**config.mk**
```make
export PLATFORM = sky130hd
export DESIGN_NAME = pwm_ctrl
export DESIGN_NICKNAME = d
export VERILOG_FILES = /design/src/rtl/pwm_pkg.sv /design/src/rtl/pwm_sync2.sv /design/src/rtl/pwm_ctrl.sv
export SDC_FILE = /design/constraint.sdc
export NUM_CORES = 1
export LEC_CHECK = 0
export ABC_AREA = 1
export CAP_MARGIN = 20
export CORE_MARGIN = 2
export CORE_UTILIZATION = 30
export DETAILED_ROUTE_END_ITERATION = 16
export GPL_ROUTABILITY_DRIVEN = 0
export PLACE_DENSITY = 0.49
export SYNTH_ARGS = -nofsm -noshare
export SYNTH_HDL_FRONTEND = slang
export SYNTH_HIERARCHICAL = 1
export SYNTH_SLANG_ARGS = --single-unit
```
**constraint.sdc**
```tcl
create_clock -name ck -period 2.2 [get_ports ck]
set_input_delay 0.66 -clock ck [delete_from_list [all_inputs] [get_ports ck]]
set_output_delay 0.66 -clock ck [all_outputs]
set_load 0.05 [all_outputs]
```
**src/rtl/pwm_pkg.sv**
```systemverilog
// Shared types and defaults for the PWM controller slice.
// Latency: n/a (types and constants only).
// Backpressure: n/a.
package pwm_pkg;

    localparam int PWM_W_DEF = 8;

    typedef enum logic [1:0] {
        IDLE = 2'd0,
        RUN  = 2'd1,
        STOP = 2'd2
    } pwm_state_t;

endpackage

```
**src/rtl/pwm_sync2.sv**
```systemverilog
// Two-flop synchronizer bringing an asynchronous level into the ck domain.
// Latency: q follows d after two rising edges of ck.
// Backpressure: none; free-running level path.
module pwm_sync2 (
    input  logic ck,
    input  logic rst,
    input  logic d,
    output logic q
);

    logic meta;

    // Two-stage capture; the first stage may go metastable, the second settles it.
    always_ff @(posedge ck or posedge rst) begin
        if (rst) begin
            meta <= 1'b0;
            q    <= 1'b0;
        end else begin
            meta <= d;
            q    <= meta;
        end
    end

endmodule

```
**src/rtl/pwm_ctrl.sv**
```systemverilog
// PWM generator with shadowed duty/period registers and a graceful stop.
// Latency: pwm_out lags cnt by one cycle; en takes two edges to be seen.
// Backpressure: a load request is held off (no load_ack) while a shadow load is pending.
module pwm_ctrl
    import pwm_pkg::*;
#(
    parameter int W = PWM_W_DEF
) (
    input  logic         ck,
    input  logic         rst,
    input  logic         en,
    input  logic [W-1:0] duty_in,
    input  logic [W-1:0] period_in,
    input  logic         load_req,
    output logic         load_ack,
    output logic         pwm_out,
    output logic [W-1:0] cnt,
    output logic         period_end,
    output logic         busy
);

    logic         en_s;
    pwm_state_t   state;
    pwm_state_t   state_nxt;
    logic [W-1:0] per_act;
    logic [W-1:0] duty_act;
    logic [W-1:0] per_sh;
    logic [W-1:0] duty_sh;
    logic         pend;
    logic         at_end;
    logic         cap;
    logic         xfer;

    pwm_sync2 u_sync (
        .ck  (ck),
        .rst (rst),
        .d   (en),
        .q   (en_s)
    );

    // Period boundary, shadow capture and shadow-to-active transfer decisions.
    // cap needs pend=0 and xfer needs pend=1, so they can never share an edge.
    assign busy       = (state != IDLE);
    assign at_end     = busy && (cnt == per_act);
    assign period_end = at_end;
    assign cap        = load_req && !pend;
    assign xfer       = pend && (!busy || at_end);

    // State register.
    always_ff @(posedge ck or posedge rst) begin
        if (rst) begin
            state <= IDLE;
        end else begin
            state <= state_nxt;
        end
    end

    // Next state: STOP finishes the current period before going idle; a
    // re-raised run request in STOP resumes without restarting the period.
    always_comb begin
        state_nxt = state;
        case (state)
            IDLE: begin
                if (en_s) begin
                    state_nxt = RUN;
                end
            end
            RUN: begin
                if (!en_s) begin
                    state_nxt = STOP;
                end
            end
            STOP: begin
                if (en_s) begin
                    state_nxt = RUN;
                end else if (at_end) begin
                    state_nxt = IDLE;
                end
            end
            default: begin
                state_nxt = IDLE;
            end
        endcase
    end

    // Period counter: parked at 0 while idle, wraps at the active period end.
    always_ff @(posedge ck or posedge rst) begin
        if (rst) begin
            cnt <= '0;
        end else if (!busy || at_end) begin
            cnt <= '0;
        end else begin
            cnt <= cnt + W'(1);
        end
    end

    // Registered waveform and acknowledge pulse.
    always_ff @(posedge ck or posedge rst) begin
        if (rst) begin
            pwm_out  <= 1'b0;
            load_ack <= 1'b0;
        end else begin
            pwm_out  <= busy && (cnt < duty_act);
            load_ack <= cap;
        end
    end

    // Shadow registers and pending flag; the shadow is written only on capture.
    always_ff @(posedge ck or posedge rst) begin
        if (rst) begin
            duty_sh <= '0;
            per_sh  <= '1;
            pend    <= 1'b0;
        end else if (cap) begin
            duty_sh <= duty_in;
            per_sh  <= period_in;
            pend    <= 1'b1;
        end else if (xfer) begin
            pend    <= 1'b0;
        end
    end

    // Active registers change only at a period boundary or while idle.
    always_ff @(posedge ck or posedge rst) begin
        if (rst) begin
            duty_act <= '0;
            per_act  <= '1;
        end else if (xfer) begin
            duty_act <= duty_sh;
            per_act  <= per_sh;
        end
    end

endmodule

```
==> results of run 1 <==
## stage by stage
step | area [µm²] | std cells | worst slack, ns
floorplan | 2190 | 260 | 0.121
global placement | 2620 | 389 | 0.279
detailed placement | 2620 | 389 | 0.272
CTS | 2750 | 398 | 0.00691
global route | 2810 | 403 | -0.0622
finish | 2810 | 403 | 0.0354
## per-layer routing
metal,vias to the layer above,global-route usage [%],routed length (µm)
met5,-,0,0
met4,0,3.26,29
met3,2,3.42,197
met2,31,19.5,1800
met1,761,17.5,2220
li1,882,-,-
## power breakdown
part / internal, W / switching, W
registers: 0.00129 / 0.000216
logic: 0.000494 / 0.000754
clock network: 0.000374 / 0.000301
total: 0.00216 / 0.00127
## timing repair
item | 4_1_cts | 5_1_grt
pin swaps | 1 | 2
hold buffers | 0 | 0
endpoints found under the setup margin | 1 | 2
gates resized for setup | 0 | 6
endpoints found under the hold margin | 0 | 0
setup buffers | 1 | 5
## cell usage in the layout, fill, tap and decap left out, drive strengths merged, types with 3 or more instances in the layout
| cell | instances |
|---|---|
| clkbuf | 6 |
| dfstp | 16 |
| xnor2 | 3 |
| buf | 22 |
| clkdlybuf4s50 | 21 |
| ha | 8 |
| o21ai | 3 |
| a21oi | 6 |
| nand3 | 21 |
| nor2 | 18 |
| dfrtp | 31 |
| nand2 | 115 |
| inv | 27 |
## area by class of cell
class                   instances  area share (%)
flip-flops and latches         47            42.7
clock buffers                   6            2.94
inverters                      28            3.75
well taps                      99            4.42
clock inverters                 2            1.38
repair buffers                 43            14.3
multi-input cells             178            30.5
## logic make-up after synthesis
| kind of cell | Yosys count | share of synthesized area (%) |
|---|---|---|
| adder cells (fa/ha/maj) | 8 | 4.59 |
| flip-flops | 47 | 54.8 |
| buffers and inverters | 35 | 7.17 |
| AND/OR/NAND/NOR | 155 | 29.0 |
| AO/OA/AOI/OAI | 10 | 2.41 |
| XOR/XNOR | 5 | 2.01 |
## worst max-delay path by stage
stage / cells after the start / end / slack, ns / startpoint
final: 6 / period_end / 0.04 / per_act[3]
after global routing: 6 / period_end / -0.06 / per_act[3]
after CTS: 6 / period_end / 0.007 / per_act[3]
after detailed placement: 7 / period_end / 0.27 / per_act[1]
after global placement: 6 / period_end / 0.28 / per_act[3]
after floorplan: 5 / period_end / 0.12 / cnt[2]
## synth_stat cells, drive strengths merged
library cell	n	area share, %
inv	27	4.6
dfrtp	31	36
o21ai	3	0.69
nor2	18	3.2
xnor2	3	1.2
nand3	21	4.8
nand2	115	21
nor3	1	0.23
a21oi	6	1.4
buf	7	2.4
xor2	2	0.80
a211oi	1	0.34
dfstp	16	19
clkinv	1	0.17
ha	8	4.6
## worst max-delay path: cells and delay by family (launching register included)
kind                   cells  cell delay [ns]
AND/OR/NAND/NOR            4             0.40
XOR/XNOR                   1             0.11
flip-flops                 1             0.56
buffers and inverters      1             0.14
## sequential cells by signal, summed over array words and instances, names as in the netlist, 2 cells and up
name      flops
per_sh        8
cnt           8
per_act       8
duty_act      8
state         2
duty_sh       8
==> results.md, run 1 <==
* RSZ-0062 raised after global routing: true
* Number of CTS-inserted buffers at 5
* Clk_lat worst skew at 0.30 ns
* Critical path's largest stage delay at 0.56 ns
* Hold Crit Class: reg2reg
* Critical Path Fanout Max at 2
* FF-to-FF setup slack at 0.29 ns
* Min Clock Period, post-route at 2.16 ns
* Max-Cap Viols at 0
* H-tree lvl count at 2
* Initial DRT Pass Iterations at 4
* Final setup viols at 0
* Worst-path clk slew at 0.09 ns
* Yosys warnings at 6
* GRT Overall Usage at 12.6%
* Detail Route Antenna Nets at 0
* Hold-critical path depth at 0
* TritonCTS clock tree: built
* Root buf cell: clkbuf_8
* CP Class: reg2out
* RR Endpoint: duty_act[5]
* Synth Area per Inst at 8.39 µm²
* Lkg Pwr at 1.43 nW
* Worst r2r path cells at 10
* Clock Sinks at 47
* Cells after synthesis at 260
* Tot Pwr at 0.00343 W
* Core box area at 7140 µm²
* Least-Margin Pin Slew at 0.490 ns
* # port buffers at 31
* # diodes at 0
* Post-Route Skew at 0.00585 ns
* Die W at 89.3 µm
* First-pass GRT wire length at 7820 µm
* Worst VDD drop at 0.364 mV
* DRT Wirelength at 4250 µm
* Die Y at 89.3 µm
* Remaining routing DRC violations at 0
* DR vias at 1676
* Max stage delay cell, worst path: dfstp_2
* Hold Startpoint: u_sync/meta
* Critical-path cell list: xnor2_2 > nand2_1 > nor2_2 > nand2_2 > nor2_4 > buf_12
* Sum Neg Setup Slack at 0 ns
* Startpoint type of the worst setup path: register
* Crit. End Element: output port
* Initial core utilization at 30.6%
* Critical path data arrival time at 1.50 ns
* Seq/Total Area, Yosys at 54.8%
* Critical R2R Launch: per_act[3]
* Synth Net Count at 288
* Share of cells above drive strength 1 at 19.1%
* FF+latch area at 1200 µm²
* Multi-input combinational cell area at 856 µm²
* Via density at 4.16
* Period utilisation layout at 98.4%
* Initial antenna violation count at 0
* Max-slew violation count at 0
* Number of fill cells at 781
* Worst hold path endpoint: u_sync/q
* Floorplan row count at 31
* Synth cell types at 21
* Detailed placement HPWL at 2940 µm
* Nets at 331
* Post-DR wirelength/cell at 10.5 µm
* WP data required at 1.54 ns
* Area delta synth->final at 28.6%
* Pwr dens at 1220 nW/µm²
* I/O pin cnt at 32
* Vias in the first global route at 1709
* Hold WS at 0.358 ns
* Util after Layout at 39.3%
* Outcome: finished clean
* Die area at 7970 µm²
* #FFs+latches synth at 47
* Largest net degree at the start of global routing at 46
* Longest Clk Path Bufs at 2
* FMAX at 462 MHz
* GR Overflow Total at 0
* Relative slew slack at 67.3%
* Final Hold Fails at 0
* Initial drt markers at 63
* Post-Syn Area at 2180 µm²
Note: power is estimated with default switching activity, not from simulation.
==> inputs of run 2 (changes only) <==
--- a/config.mk
+++ b/config.mk
@@ -7,7 +7,6 @@
 export LEC_CHECK = 0
 export ABC_AREA = 1
 export CAP_MARGIN = 20
-export CORE_MARGIN = 2
 export CORE_UTILIZATION = 30
 export DETAILED_ROUTE_END_ITERATION = 16
 export GPL_ROUTABILITY_DRIVEN = 0
==> results.md, run 2 (synthesized netlist as in run 1, its figures left out) <==
* Clk_lat worst skew at 0.31 ns
* Area delta synth->final at 25.3%
* Die Y at 87.3 µm
* Post-CTS sizing at 0
* Worst VDD drop at 0.396 mV
* Share of cells above drive strength 1 at 15.7%
* DP Worst Slack at 0.293 ns
* TritonCTS clock tree: built
* Post-DR wirelength/cell at 10.6 µm
* DR vias at 1642
* Placed cells at 386
* CP Class: reg2out
* Pint at 0.00206 W
* Number of CTS-inserted buffers at 5
* Floorplan row count at 30
* Initial antenna violation count at 0
* First-pass GRT wire length at 7450 µm
* Clock Sinks at 47
* Hold Crit Class: reg2reg
* GR Overflow Total at 0
* Critical path data arrival time at 1.50 ns
* Final Hold Fails at 0
* Critical Path Fanout Max at 3
* Core box area at 6910 µm²
* I/O pin cnt at 32
* RSZ-0062 raised after global routing: true
* Worst hold path endpoint: u_sync/q
* Initial drt markers at 38
* Peak-usage layer in the global routing report: met2
* Nets at 326
* Hold Startpoint: u_sync/meta
* Min Clock Period, post-route at 2.16 ns
* Lkg Pwr at 1.40 nW
* Max-slew violation count at 0
* Final setup viols at 0
* Period utilisation layout at 98.0%
* Multi-input combinational cell area at 836 µm²
* Root buf cell: clkbuf_8
* RR Endpoint: duty_act[3]
* Detailed placement HPWL at 2890 µm
* H-tree lvl count at 2
* Sequential share of power at 45.2%
* # port buffers at 31
* Max-Cap Viols at 0
* Final WS setup at 0.0441 ns
* Met1 Use GR at 18.1%
* Crit. End Element: output port
* FF-to-FF setup slack at 0.42 ns
* Die area at 7610 µm²
* Comb power frac at 35.3%
* Commonest non-fill, non-tap cell in the layout: nand2_1
* FMAX at 464 MHz
* Post-Route Skew at 0.00865 ns
* Die W at 87.3 µm
* Initial core utilization at 31.6%
* Most frequent cells in the layout: nand2_1, dfrtp_1, inv_1, nand3_1, clkdlybuf4s50_1
* Non-filler cells, final at 395
* Detail Route Antenna Nets at 0
* Hold_buf cts at 0
* Remaining routing DRC violations at 0
* Pwr dens at 1210 nW/µm²
* M2 GR Usage at 18.8%
* Critical R2R Launch: per_act[0]
* Number of fill cells at 735
* Worst-path clk slew at 0.09 ns
* FF+latch area at 1200 µm²
* Outcome: finished clean
* Switch Pwr at 0.00125 W
* Sum Neg Setup Slack at 0 ns
* Relative slew slack at 67.3%
* Least-Margin Pin Slew at 0.488 ns
* WP data required at 1.54 ns
* GRT Overall Usage at 12.8%
* Via density at 4.16
* Sw frac at 37.8%
* Final instance area at 2730 µm²
* Hold-critical path depth at 0
* Initial DRT Pass Iterations at 4
* Cell Area, Placed at 2610 µm²
* Worst r2r path cells at 10
* M3 GR Usage at 3.03%
* Largest net degree at the start of global routing at 46
* Startpoint type of the worst setup path: register
* Clk pwr share at 19.5%
* Vias in the first global route at 1602
* Longest Clk Path Bufs at 2
* # diodes at 0
* DRT Wirelength at 4170 µm
==> run 2: layout make-up <==
class,count,area share [%]
repair buffers,38,13.3
multi-input cells,178,30.6
inverters,28,3.85
clock inverters,3,1.60
clock buffers,5,2.52
well taps,96,4.40
flip-flops and latches,47,43.8
==> run 2: critical path, cell delays in order (launching register included) <==
cell,delay (ns)
dfstp_2,0.56
nand2_1,0.05
nand2_1,0.06
nand2_1,0.05
nor2_1,0.13
nand2_2,0.10
nor2_4,0.10
buf_12,0.14
==> run 2: repair_timing <==
action | CTS | global route
endpoints found under the setup margin | 1 | 1
gates cloned | 0 | 0
pin swaps | 1 | 0
setup buffers | 1 | 0
==> run 2: power by group through the flow <==
stage | clock network (W) | registers, W | logic, W
floorplan | 0 | 0.00159 | 0.000807
global placement | 0 | 0.00151 | 0.00119
detailed placement | 0 | 0.00152 | 0.00118
CTS | 0.000666 | 0.00150 | 0.00120
global route | 0.000694 | 0.00155 | 0.00136
finish | 0.000645 | 0.00150 | 0.00117
==> run 2: worst max-delay path by stage <==
| stage | from | to | slack (ns) | cells past startpoint |
|---|---|---|---|---|
| final | per_act[0] | period_end | 0.04 | 7 |
| after global routing | per_act[7] | period_end | -0.06 | 7 |
| after CTS | per_act[0] | period_end | 0.02 | 7 |
| after detailed placement | per_act[0] | period_end | 0.29 | 7 |
| after global placement | cnt[6] | period_end | 0.29 | 8 |
| after floorplan | cnt[2] | period_end | 0.12 | 5 |
==> run 2: metrics by stage <==
stage | power, W | utilization, % | hold WS (ns)
floorplan | 0.00239 | - | 0.331
global placement | 0.00269 | 37.8 | 0.342
detailed placement | 0.00270 | 37.8 | 0.343
CTS | 0.00337 | 39.6 | 0.364
global route | 0.00360 | 39.6 | 0.373
finish | 0.00332 | 39.6 | 0.361
==> run 2: per-layer routing <==
layer / wire [µm] / part of all wire, %
met4: 74 / 1.8
met2: 1710 / 41
met3: 173 / 4.1
met5: 0 / 0
met1: 2220 / 53
==> inputs of run 3 (changes only) <==
--- a/config.mk
+++ b/config.mk
@@ -7,7 +7,9 @@
 export LEC_CHECK = 0
 export ABC_AREA = 1
 export CAP_MARGIN = 20
+export CORE_MARGIN = 3
 export CORE_UTILIZATION = 30
+export CTS_CLUSTER_SIZE = 16
 export DETAILED_ROUTE_END_ITERATION = 16
 export GPL_ROUTABILITY_DRIVEN = 0
 export PLACE_DENSITY = 0.49
==> results.md, run 3 (synthesized netlist as in run 1, its figures left out) <==
* Min Clock Period, post-route at 2.17 ns
* Period utilisation layout at 98.4%
* Pwr dens at 1210 nW/µm²
* WP data required at 1.54 ns
* DP Worst Slack at 0.279 ns
* Longest Clk Path Bufs at 2
* Final setup viols at 0
* Share of cells above drive strength 1 at 17.1%
* Worst r2r path cells at 9
* Number of fill cells at 736
* Worst hold path endpoint: u_sync/q
* Final WS setup at 0.0344 ns
* Root buf cell: clkbuf_8
* Hold Startpoint: u_sync/meta
* Initial antenna violation count at 0
* Die Y at 91.3 µm
* Initial drt markers at 68
* Clk_lat worst skew at 0.29 ns
* Outcome: finished clean
* Relative slew slack at 67.1%
* GRT Overall Usage at 11.2%
* Cell Area, Placed at 2610 µm²
* Die W at 91.3 µm
* Post-DR wirelength/cell at 10.6 µm
* # diodes at 0
* Clock Sinks at 47
* Number of CTS-inserted buffers at 5
* DRT Wirelength at 4200 µm
* I/O pin cnt at 32
* H-tree lvl count at 2
* First-pass GRT wire length at 7580 µm
* Hold_buf cts at 0
* FF-to-FF setup slack at 0.45 ns
* Core box area at 6910 µm²
* Commonest non-fill, non-tap cell in the layout: nand2_1
* Critical R2R Launch: per_act[2]
* Worst-path clk slew at 0.09 ns
* Final instance area at 2760 µm²
* RR Endpoint: duty_act[3]
* Lkg Pwr at 1.40 nW
* Met3 routed WL at 183 µm
* Nets at 326
* Post-Route Skew at 0.0111 ns
* RSZ-0062 raised after global routing: true
* Vias in the first global route at 1616
* Initial DRT Pass Iterations at 4
* Least-Margin Pin Slew at 0.492 ns
* Via density at 4.11
* Most frequent cells in the layout: nand2_1, dfrtp_1, inv_1, nand3_1, clkdlybuf4s50_1
* FMAX at 462 MHz
* WL met2 at 1860 µm
* Initial core utilization at 31.6%
* CP Class: reg2out
* Metal1 wirelength at 2140 µm
* Detail Route Antenna Nets at 0
* DR vias at 1625
* Sum Neg Setup Slack at 0 ns
* Critical Path Fanout Max at 2
* Hold Crit Class: reg2reg
* Area delta synth->final at 26.3%
* Detailed placement HPWL at 3000 µm
* Floorplan row count at 30
* Worst VDD drop at 0.376 mV
* Max-slew violation count at 0
* Max-Cap Viols at 0
* # port buffers at 31
* Hold-critical path depth at 0
* TritonCTS clock tree: built
* Largest net degree at the start of global routing at 46
* Crit. End Element: output port
* Critical path data arrival time at 1.51 ns
* GR Overflow Total at 0
* Die area at 8330 µm²
* Final Hold Fails at 0
* Top Metal Used: met4
* Startpoint type of the worst setup path: register
* Remaining routing DRC violations at 0
[run 3: layout make-up]
cell class	count	area [µm²]	share of cell area [%]
Tap cell	96	120	4.36
Sequential cell	47	1200	43.5
Timing Repair Buffer	38	363	13.2
Clock buffer	6	72.6	2.63
Clock inverter	2	37.5	1.36
Multi-Input combinational cell	178	858	31.2
Inverter	28	105	3.81
[run 3: where the power goes]
group          total (W)  switching, W  internal, W  leakage [nW]
clock network   0.000618      0.000278     0.000339        0.0514
registers        0.00151      0.000215      0.00129         0.559
logic            0.00122      0.000758     0.000459         0.792
[run 3: worst max path at each step]
stage | from | slack [ns] | endpoint
after CTS | per_act[2] | 0.008 | period_end
after global routing | per_act[2] | -0.07 | period_end
final | per_act[2] | 0.03 | period_end
after global placement | per_act[6] | 0.30 | period_end
after detailed placement | per_act[6] | 0.28 | period_end
after floorplan | cnt[2] | 0.12 | period_end
[run 3: metal layers]
metal	global-route usage (%)	vias up
met5	0	-
met4	3.02	0
met3	2.73	2
met2	17.2	31
met1	15.8	718
li1	-	874
[run 3: critical path, stage by stage (launching register included)]
cell,delay [ns]
dfstp_2,0.56
xnor2_2,0.11
nand2_1,0.08
nor2_2,0.12
nand2_4,0.08
nor2_4,0.12
buf_12,0.14
[run 3: what timing repair did]
action / CTS / global route
pin swaps: 4 / 5
endpoints found under the setup margin: 1 / 1
gates resized for setup: 4 / 3
setup buffers: 1 / 0
[run 3: metrics by stage]
step | hold slack (ns) | std cells | total power [W] | util [%]
floorplan | 0.331 | 260 | 0.00239 | -
global placement | 0.339 | 386 | 0.00269 | 37.8
detailed placement | 0.347 | 386 | 0.00270 | 37.8
CTS | 0.366 | 395 | 0.00339 | 39.8
global route | 0.371 | 395 | 0.00367 | 39.9
finish | 0.360 | 395 | 0.00334 | 39.9
